--- src/rtl/cis_pkg.sv ---
// -----------------------------------------------------------------------------
// cis_pkg
// Shared definitions for the CIS capture front-end:
//   - cis_state_t    : capture state machine encoding (IDLE, WAIT_VS, ACTIVE)
//   - ENTRY_*        : layout of one pixel FIFO entry, {sof, eol, data}, where
//                      the two marker bits sit directly above the pixel data.
//                      Offsets are relative to bit PIX_W of the entry.
// -----------------------------------------------------------------------------
package cis_pkg;

    typedef enum logic [1:0] {
        IDLE    = 2'd0,
        WAIT_VS = 2'd1,
        ACTIVE  = 2'd2
    } cis_state_t;

    // Marker bits stored above the pixel data in each FIFO entry
    localparam int ENTRY_EOL_OFS = 0;
    localparam int ENTRY_SOF_OFS = 1;
    localparam int ENTRY_META_W  = 2;

endpackage

--- src/rtl/cis_pix_fifo.sv ---
// -----------------------------------------------------------------------------
// cis_pix_fifo
// Synchronous first-word-fall-through FIFO for captured pixel entries.
// The head entry is presented on pop_data whenever the FIFO is not empty and
// stays stable until it is popped. A push into a full FIFO is accepted only if
// a pop happens in the same cycle; otherwise it is dropped (the caller flags
// the overflow). flush empties the FIFO and takes priority over push/pop.
//
// Ports:
//   clk, rst_n      clock, asynchronous active-low reset
//   flush           discard all stored entries
//   push, push_data write request and entry
//   pop             consume head entry (ignored when empty)
//   pop_data        head entry (zero when empty)
//   full, empty     occupancy flags
// -----------------------------------------------------------------------------
module cis_pix_fifo #(
    parameter int WIDTH = 12,
    parameter int DEPTH = 16
) (
    input  logic             clk,
    input  logic             rst_n,
    input  logic             flush,
    input  logic             push,
    input  logic [WIDTH-1:0] push_data,
    input  logic             pop,
    output logic [WIDTH-1:0] pop_data,
    output logic             full,
    output logic             empty
);

    localparam int AW = $clog2(DEPTH);

    logic [WIDTH-1:0] mem [DEPTH];
    logic [AW:0]      wr_ptr;
    logic [AW:0]      rd_ptr;
    logic             do_push;
    logic             do_pop;

    // Pointers carry one extra wrap bit so full and empty can be told apart
    assign empty   = (wr_ptr == rd_ptr);
    assign full    = (wr_ptr[AW] != rd_ptr[AW]) &&
                     (wr_ptr[AW-1:0] == rd_ptr[AW-1:0]);
    assign do_pop  = pop && !empty;
    assign do_push = push && (!full || do_pop);

    // Head entry is gated to zero while empty so the stream outputs idle at 0
    assign pop_data = empty ? '0 : mem[rd_ptr[AW-1:0]];

    // Storage array; no reset needed because reads are masked while empty
    always_ff @(posedge clk) begin
        if (do_push && !flush) begin
            mem[wr_ptr[AW-1:0]] <= push_data;
        end
    end

    // Read/write pointers; a flush rewinds both to the same position
    always_ff @(posedge clk or negedge rst_n) begin
        if (!rst_n) begin
            wr_ptr <= '0;
            rd_ptr <= '0;
        end else if (flush) begin
            wr_ptr <= '0;
            rd_ptr <= '0;
        end else begin
            if (do_push) begin
                wr_ptr <= wr_ptr + (AW+1)'(1);
            end
            if (do_pop) begin
                rd_ptr <= rd_ptr + (AW+1)'(1);
            end
        end
    end

endmodule

--- src/rtl/cis_capture_ctrl.sv ---
// -----------------------------------------------------------------------------
// cis_capture_ctrl
// Parallel CMOS image sensor capture front-end. The CIS pad bus is sampled in
// the wb_clk_i domain through a 2-FF synchroniser, PCLK rising edges are
// detected and registered, and pixels inside the programmable crop window are
// pushed into a FWFT FIFO that feeds a valid/ready pixel stream carrying
// start-of-frame and end-of-line markers.
//
// Ports:
//   wb_clk_i, wb_rst_n_i        clock, asynchronous active-low reset
//   enable_i                    capture enable; low forces IDLE and flushes
//   cis_pclk_i/hsync_i/vsync_i  sensor pad controls (asynchronous)
//   cis_data_i                  sensor pixel data
//   x_start_i..y_end_i          inclusive crop window
//   ovf_clr_i                   clears the sticky overflow flag
//   m_valid_o/m_ready_i         pixel stream handshake
//   m_data_o, m_sof_o, m_eol_o  pixel and frame/line markers
//   frame_cnt_o                 completed frame count (wraps)
//   overflow_o                  sticky FIFO overflow
//   frame_irq_o                 one-cycle pulse per completed frame
//   busy_o                      state machine not idle
// -----------------------------------------------------------------------------
module cis_capture_ctrl #(
    parameter int PIX_W       = 10,
    parameter int FIFO_DEPTH  = 16,
    parameter int CNT_W       = 12,
    parameter int VS_ACT_HIGH = 1,
    parameter int FCNT_W      = 16
) (
    input  logic              wb_clk_i,
    input  logic              wb_rst_n_i,
    input  logic              enable_i,
    input  logic              cis_pclk_i,
    input  logic              cis_hsync_i,
    input  logic              cis_vsync_i,
    input  logic [PIX_W-1:0]  cis_data_i,
    input  logic [CNT_W-1:0]  x_start_i,
    input  logic [CNT_W-1:0]  x_end_i,
    input  logic [CNT_W-1:0]  y_start_i,
    input  logic [CNT_W-1:0]  y_end_i,
    input  logic              ovf_clr_i,
    output logic              m_valid_o,
    input  logic              m_ready_i,
    output logic [PIX_W-1:0]  m_data_o,
    output logic              m_sof_o,
    output logic              m_eol_o,
    output logic [FCNT_W-1:0] frame_cnt_o,
    output logic              overflow_o,
    output logic              frame_irq_o,
    output logic              busy_o
);

    import cis_pkg::*;

    localparam int ENTRY_W = PIX_W + ENTRY_META_W;

    // Synchroniser stages
    logic             pclk_s1, pclk_s2, pclk_d;
    logic             hs_s1, hs_s2;
    logic             vs_s1, vs_s2;
    logic [PIX_W-1:0] data_s1, data_s2;

    // Edge-detect stage, all aligned with the registered pixel strobe
    logic             stb_q;
    logic             hs_q, hs_qd;
    logic             vs_act_q, vs_act_qd;
    logic [PIX_W-1:0] data_q;

    logic             pix_stb;
    logic             vs_act_s2;
    logic             hs_fall, vs_rise, vs_fall;

    cis_state_t       state_q, state_d;
    logic             frame_start, frame_end;

    logic [CNT_W-1:0] col_q, line_q;
    logic             sof_pend_q;
    logic             in_win;
    logic             pix_push;
    logic [ENTRY_W-1:0] push_entry;

    logic             fifo_flush, fifo_pop, fifo_full, fifo_empty;
    logic [ENTRY_W-1:0] fifo_head;

    assign pix_stb   = pclk_s2 & ~pclk_d;
    assign vs_act_s2 = (VS_ACT_HIGH != 0) ? vs_s2 : ~vs_s2;
    assign hs_fall   = ~hs_q & hs_qd;
    assign vs_rise   = vs_act_q & ~vs_act_qd;
    assign vs_fall   = ~vs_act_q & vs_act_qd;

    // Two-flop synchroniser on every pad signal plus a third PCLK flop for
    // rising-edge detection; data and HSYNC travel with PCLK so a pixel is
    // always paired with the data that was on the pads at its PCLK edge.
    always_ff @(posedge wb_clk_i or negedge wb_rst_n_i) begin
        if (!wb_rst_n_i) begin
            pclk_s1 <= 1'b0;
            pclk_s2 <= 1'b0;
            pclk_d  <= 1'b0;
            hs_s1   <= 1'b0;
            hs_s2   <= 1'b0;
            vs_s1   <= 1'b0;
            vs_s2   <= 1'b0;
            data_s1 <= '0;
            data_s2 <= '0;
        end else begin
            pclk_s1 <= cis_pclk_i;
            pclk_s2 <= pclk_s1;
            pclk_d  <= pclk_s2;
            hs_s1   <= cis_hsync_i;
            hs_s2   <= hs_s1;
            vs_s1   <= cis_vsync_i;
            vs_s2   <= vs_s1;
            data_s1 <= cis_data_i;
            data_s2 <= data_s1;
        end
    end

    // Registered edge stage: the pixel strobe, its data and the sync levels
    // are captured together so that crop decisions and sync edges are seen in
    // a consistent order one cycle after the synchroniser.
    always_ff @(posedge wb_clk_i or negedge wb_rst_n_i) begin
        if (!wb_rst_n_i) begin
            stb_q     <= 1'b0;
            hs_q      <= 1'b0;
            hs_qd     <= 1'b0;
            vs_act_q  <= 1'b0;
            vs_act_qd <= 1'b0;
            data_q    <= '0;
        end else begin
            stb_q     <= pix_stb;
            hs_q      <= hs_s2;
            hs_qd     <= hs_q;
            vs_act_q  <= vs_act_s2;
            vs_act_qd <= vs_act_q;
            data_q    <= data_s2;
        end
    end

    // Capture state register
    always_ff @(posedge wb_clk_i or negedge wb_rst_n_i) begin
        if (!wb_rst_n_i) begin
            state_q <= IDLE;
        end else begin
            state_q <= state_d;
        end
    end

    // Next-state logic. Dropping enable wins over any frame edge, so a frame
    // interrupted by disable is never counted.
    always_comb begin
        state_d     = state_q;
        frame_start = 1'b0;
        frame_end   = 1'b0;
        if (!enable_i) begin
            state_d = IDLE;
        end else begin
            case (state_q)
                IDLE: begin
                    state_d = WAIT_VS;
                end
                WAIT_VS: begin
                    if (vs_rise) begin
                        state_d     = ACTIVE;
                        frame_start = 1'b1;
                    end
                end
                ACTIVE: begin
                    if (vs_fall) begin
                        state_d   = WAIT_VS;
                        frame_end = 1'b1;
                    end
                end
                default: begin
                    state_d = IDLE;
                end
            endcase
        end
    end

    // Crop window test and FIFO entry assembly. An empty window (start > end)
    // can never match, so no pixels are pushed while frames still count.
    always_comb begin
        in_win = (col_q >= x_start_i) && (col_q <= x_end_i) &&
                 (line_q >= y_start_i) && (line_q <= y_end_i);
        pix_push = (state_q == ACTIVE) && enable_i && stb_q && hs_q && in_win;
        push_entry = '0;
        push_entry[PIX_W-1:0]             = data_q;
        push_entry[PIX_W + ENTRY_EOL_OFS] = (col_q == x_end_i);
        push_entry[PIX_W + ENTRY_SOF_OFS] = sof_pend_q;
    end

    // Column/line counters and the pending start-of-frame flag. Counters
    // saturate rather than wrap so an oversized frame cannot alias back into
    // the crop window.
    always_ff @(posedge wb_clk_i or negedge wb_rst_n_i) begin
        if (!wb_rst_n_i) begin
            col_q      <= '0;
            line_q     <= '0;
            sof_pend_q <= 1'b0;
        end else if (frame_start) begin
            col_q      <= '0;
            line_q     <= '0;
            sof_pend_q <= 1'b1;
        end else if ((state_q == ACTIVE) && enable_i) begin
            if (stb_q && hs_q) begin
                if (pix_push) begin
                    sof_pend_q <= 1'b0;
                end
                if (col_q != '1) begin
                    col_q <= col_q + CNT_W'(1);
                end
            end
            if (hs_fall) begin
                col_q <= '0;
                if (line_q != '1) begin
                    line_q <= line_q + CNT_W'(1);
                end
            end
        end
    end

    // Frame counter and end-of-frame interrupt pulse
    always_ff @(posedge wb_clk_i or negedge wb_rst_n_i) begin
        if (!wb_rst_n_i) begin
            frame_cnt_o <= '0;
            frame_irq_o <= 1'b0;
        end else begin
            frame_irq_o <= frame_end;
            if (frame_end) begin
                frame_cnt_o <= frame_cnt_o + FCNT_W'(1);
            end
        end
    end

    // Sticky overflow: a pixel dropped because the FIFO is full and nothing is
    // leaving this cycle. A new drop outranks a simultaneous clear.
    always_ff @(posedge wb_clk_i or negedge wb_rst_n_i) begin
        if (!wb_rst_n_i) begin
            overflow_o <= 1'b0;
        end else if (pix_push && fifo_full && !fifo_pop) begin
            overflow_o <= 1'b1;
        end else if (ovf_clr_i) begin
            overflow_o <= 1'b0;
        end
    end

    assign fifo_flush = !enable_i;
    assign fifo_pop   = m_valid_o && m_ready_i;

    cis_pix_fifo #(
        .WIDTH (ENTRY_W),
        .DEPTH (FIFO_DEPTH)
    ) u_fifo (
        .clk       (wb_clk_i),
        .rst_n     (wb_rst_n_i),
        .flush     (fifo_flush),
        .push      (pix_push),
        .push_data (push_entry),
        .pop       (fifo_pop),
        .pop_data  (fifo_head),
        .full      (fifo_full),
        .empty     (fifo_empty)
    );

    assign m_valid_o = !fifo_empty;
    assign m_data_o  = fifo_head[PIX_W-1:0];
    assign m_eol_o   = fifo_head[PIX_W + ENTRY_EOL_OFS];
    assign m_sof_o   = fifo_head[PIX_W + ENTRY_SOF_OFS];
    assign busy_o    = (state_q != IDLE);

endmodule

--- config.mk ---
export PLATFORM = sky130hd
export DESIGN_NAME = cis_capture_ctrl
export DESIGN_NICKNAME = d
export VERILOG_FILES = /design/src/rtl/cis_pkg.sv /design/src/rtl/cis_pix_fifo.sv /design/src/rtl/cis_capture_ctrl.sv
export SDC_FILE = /design/constraint.sdc
export NUM_CORES = 1
export LEC_CHECK = 0
export ABC_AREA = 0
export CORE_MARGIN = 2
export CORE_UTILIZATION = 51
export CTS_BUF_LIST = sky130_fd_sc_hd__clkbuf_16
export CTS_CLUSTER_SIZE = 12
export DETAILED_ROUTE_END_ITERATION = 16
export PLACE_DENSITY = 0.8
export SETUP_SLACK_MARGIN = 0.2
export SLEW_MARGIN = 10
export SYNTH_ARGS = -nofsm -noshare
export SYNTH_HDL_FRONTEND = slang
export SYNTH_SLANG_ARGS = --single-unit
--- constraint.sdc ---
create_clock -name wb_clk_i -period 4.75 [get_ports wb_clk_i]
set_clock_uncertainty 0.05 [all_clocks]
set_input_delay 0.95 -clock wb_clk_i [delete_from_list [all_inputs] [get_ports wb_clk_i]]
set_output_delay 0.95 -clock wb_clk_i [all_outputs]
set_load 0.01 [all_outputs]
==> qor.yml <==
global_route:
  first_global_vias: 7268
  grt_use_total_pct: 19.8
  antenna_found_initial: 0
  grt_max_degree: 75
  grt_pass1_wl_mm: 39.8
  overflow: 0
finish:
  final_area_sq_um: 14700
  layout-drive-gt1-share_pct: 14.7
  syn2layout_area_growth_pct: 18.3
  final_cells: 1234
  diodes: 0
  nNetsFinal: 1013
  multi_input_area_sq_um: 3940
  fillCellCount: 1837
  ff_latch_area_sq_um: 8200
timing:
  setup_viol: 0
  rsz0062_at_grt: "no"
  fin_crit_sh_pct: 91.1
  clock.fmax_mhz: 231
  setup_tns_ns: 0
  relSlewSlack_pct: 28.4
  hold_slack_ns: 0.294
  tightest_slew_ns: 1.07
  slew_viol_final: 0
  min_period_ns: 4.33
  hold_viol_final: 0
routing:
  vias: 6819
  detail_route.wl_per_cell_um: 20.0
  firstDrtPassIters: 4
  antenna_left: 0
  drt-total-wl_mm: 24.7
  drc: 0
  vias_per_cell: 5.53
  drtIter0Drc: 449
critical_path:
  max_stage_delay_ns: 0.80
  cpMostUsedCell: "mux4_2"
  worstRegToRegCells: 8
  end_kind: "primary output"
  crit_chain: "buf_12, mux4_2, mux4_2, nor2b_1, clkdlybuf4s50_1"
  arrival_ns: 3.33
  r2r_start: "col_q[11]"
  r2r-end: "u_fifo.mem[11][4]"
  worstPathRequired_ns: 3.75
  startpoint_type: "flop"
  crit_fanout: 29
  r2r_slack_ns: 1.29
  cp_slowest_cell: "dfrtp_4"
  crit_type: "flop to primary output"
synth:
  ys_seq_area_share_pct: 65.9
  syn_avg_cell_area_sq_um: 16.1
  ys_types: 59
  netlist_area_sq_um: 12400
  synth_edf_count: 192
  syn_nets: 893
  async_reset_ff_share_pct: 33.6
  synth_seq_cells: 289
  yosys_most_used_dff: "edfxtp_1"
  syn_inst: 771
  yosysWarnings: 0
clock_tree:
  clk_latency_ns: 0.54
  hold_buffers: 0
  cts.repair.resized: 0
  clkTransAtPathRegs_ns: 0.06
  clock_sinks: 289
  clockBufferDepth: 3
  cts_setup_buffers: 0
  ctsRootBufferMaster: "clkbuf_16"
  cts_made_buffers: 28
  cts_tree: "done"
  cts_max_level: 1
die:
  dieHeight_um: 160
  start_util_pct: 51.6
  rows: 57
  dieArea_sq_um: 25600
  core_area_sq_um: 24100
  io_pins: 98
  die_x_um: 160
hold_path:
  worstHoldStart: "data_s1[3]"
  hp-class: "flop to flop"
  min_delay_path_depth: 0
  holdPathEnd: "data_s2[3]"
placed_design:
  placed_area_sq_um: 13900
  gp_congestion: 0.842
  port_buffers: 97
  dp.final_hpwl_mm: 17.1
  dp_cells: 1185
power_and_ir_drop:
  power_leakage_uw: 0.00573
  irDropWorstVdd_mv: 0.272
  p_total_uw: 4870
  p_per_area_nw_per_um2: 331
status:
  outcome: "finished clean"
flow_run:
  maxCapViolCount: 0
worst max-delay path: cells and delay by family (launching register included):
family / cells / cell delay (ns)
AND/OR/NAND/NOR: 1 / 0.15
buffers and inverters: 2 / 0.78
multiplexers: 2 / 1.05
flip-flops: 1 / 0.80
layout make-up:
class                           count  share of cell area, %
Clock inverter                     21                  0.808
Sequential cell                   289                   55.7
Tap cell                          324                   2.76
Inverter                           60                   1.53
Clock buffer                       28                   4.76
Multi-Input combinational cell    398                   26.8
Timing Repair Buffer              114                   7.62
cell families (layout without fill, tap and decap cells):
logic type / count (synthesis) / count (layout) / share of synthesized area (%)
xor+xnor: 45 / 45 / 3.17
fa+ha+maj: 56 / 56 / 5.63
buf+inv: 84 / 223 / 2.70
simple gates: 174 / 174 / 7.66
flops: 289 / 289 / 65.9
mux: 64 / 64 / 11.2
compound gates: 59 / 59 / 3.75
sequential cells by signal, indices dropped and copies added (netlist names), 2 cells and up:
signal / count
data_s1: 10
line_q: 12
frame_cnt_o: 16
col_q: 12
u_fifo.rd_ptr: 5
u_fifo.mem: 192
data_q: 10
state_q: 2
u_fifo.wr_ptr: 5
data_s2: 10
cells in the final DEF, fill, tap and decap left out, types with 4 or more instances in the layout:
cell type	netlist	final
and3_1	18	18
clkbuf_16	0	28
nand4_1	17	17
buf_4	1	16
nand2_1	31	31
o21ai_0	7	7
nor4_2	1	4
xnor2_1	24	24
a21oi_1	19	19
xor2_1	21	21
edfxtp_1	192	192
nand3_1	10	10
o21a_1	4	4
mux4_2	60	60
dfrtp_1	97	95
inv_1	60	77
nor2b_1	19	19
nor2_1	46	46
a21o_1	6	6
ha_1	56	56
clkdlybuf4s50_1	0	96
and4_1	10	10
metrics by stage:
| stage | util, % | setup slack, ns |
|---|---|---|
| 2_1_floorplan | - | 0.0668 |
| 3_3_place_gp | 57.6 | 0.528 |
| 3_5_place_dp | 57.6 | 0.402 |
| 4_1_cts | 61.0 | 0.345 |
| 5_1_grt | 61.0 | 0.248 |
| 6_report | 61.0 | 0.424 |
cells in the mapped netlist (17+ instances only):
cell,n,area share (%)
xnor2_1,24,1.7
nand2_1,31,0.94
mux4_2,60,11
dfrtp_1,97,20
a21oi_1,19,0.76
edfxtp_1,192,46
ha_1,56,5.6
and3_1,18,0.91
inv_1,60,1.8
nor2_1,46,1.4
nand4_1,17,0.86
xor2_1,21,1.5
nor2b_1,19,0.96
metal layers:
layer	global-route usage (%)	up-vias	routed length, um	share of wire (%)
met5	0	-	0	0
met4	5.73	0	680	2.8
met3	3.53	47	1350	5.5
met2	33.3	215	12300	50
met1	26.7	3419	10400	42
li1	-	3138	-	-
worst max-delay path by stage:
stage	from	end	slack, ns	depth (start not counted)
after global routing	u_fifo.rd_ptr[0]	m_data_o[0]	0.25	5
final	u_fifo.rd_ptr[0]	m_data_o[0]	0.42	5
after detailed placement	y_start_i[6]	u_fifo.mem[11][11]	0.40	10
after global placement	x_start_i[11]	u_fifo.mem[10][11]	0.53	10
after CTS	u_fifo.rd_ptr[0]	m_data_o[0]	0.35	5
after floorplan	x_end_i[9]	u_fifo.mem[10][0]	0.07	8
power by group:
part / switching, uW / internal (uW) / leakage, uW
combinational: 62.5 / 76.6 / 0.00226
sequential: 40.4 / 2710 / 0.00300
clock: 863 / 1110 / 0.000462
total: 966 / 3900 / 0.00573
Power figures use the tool's default switching activity.
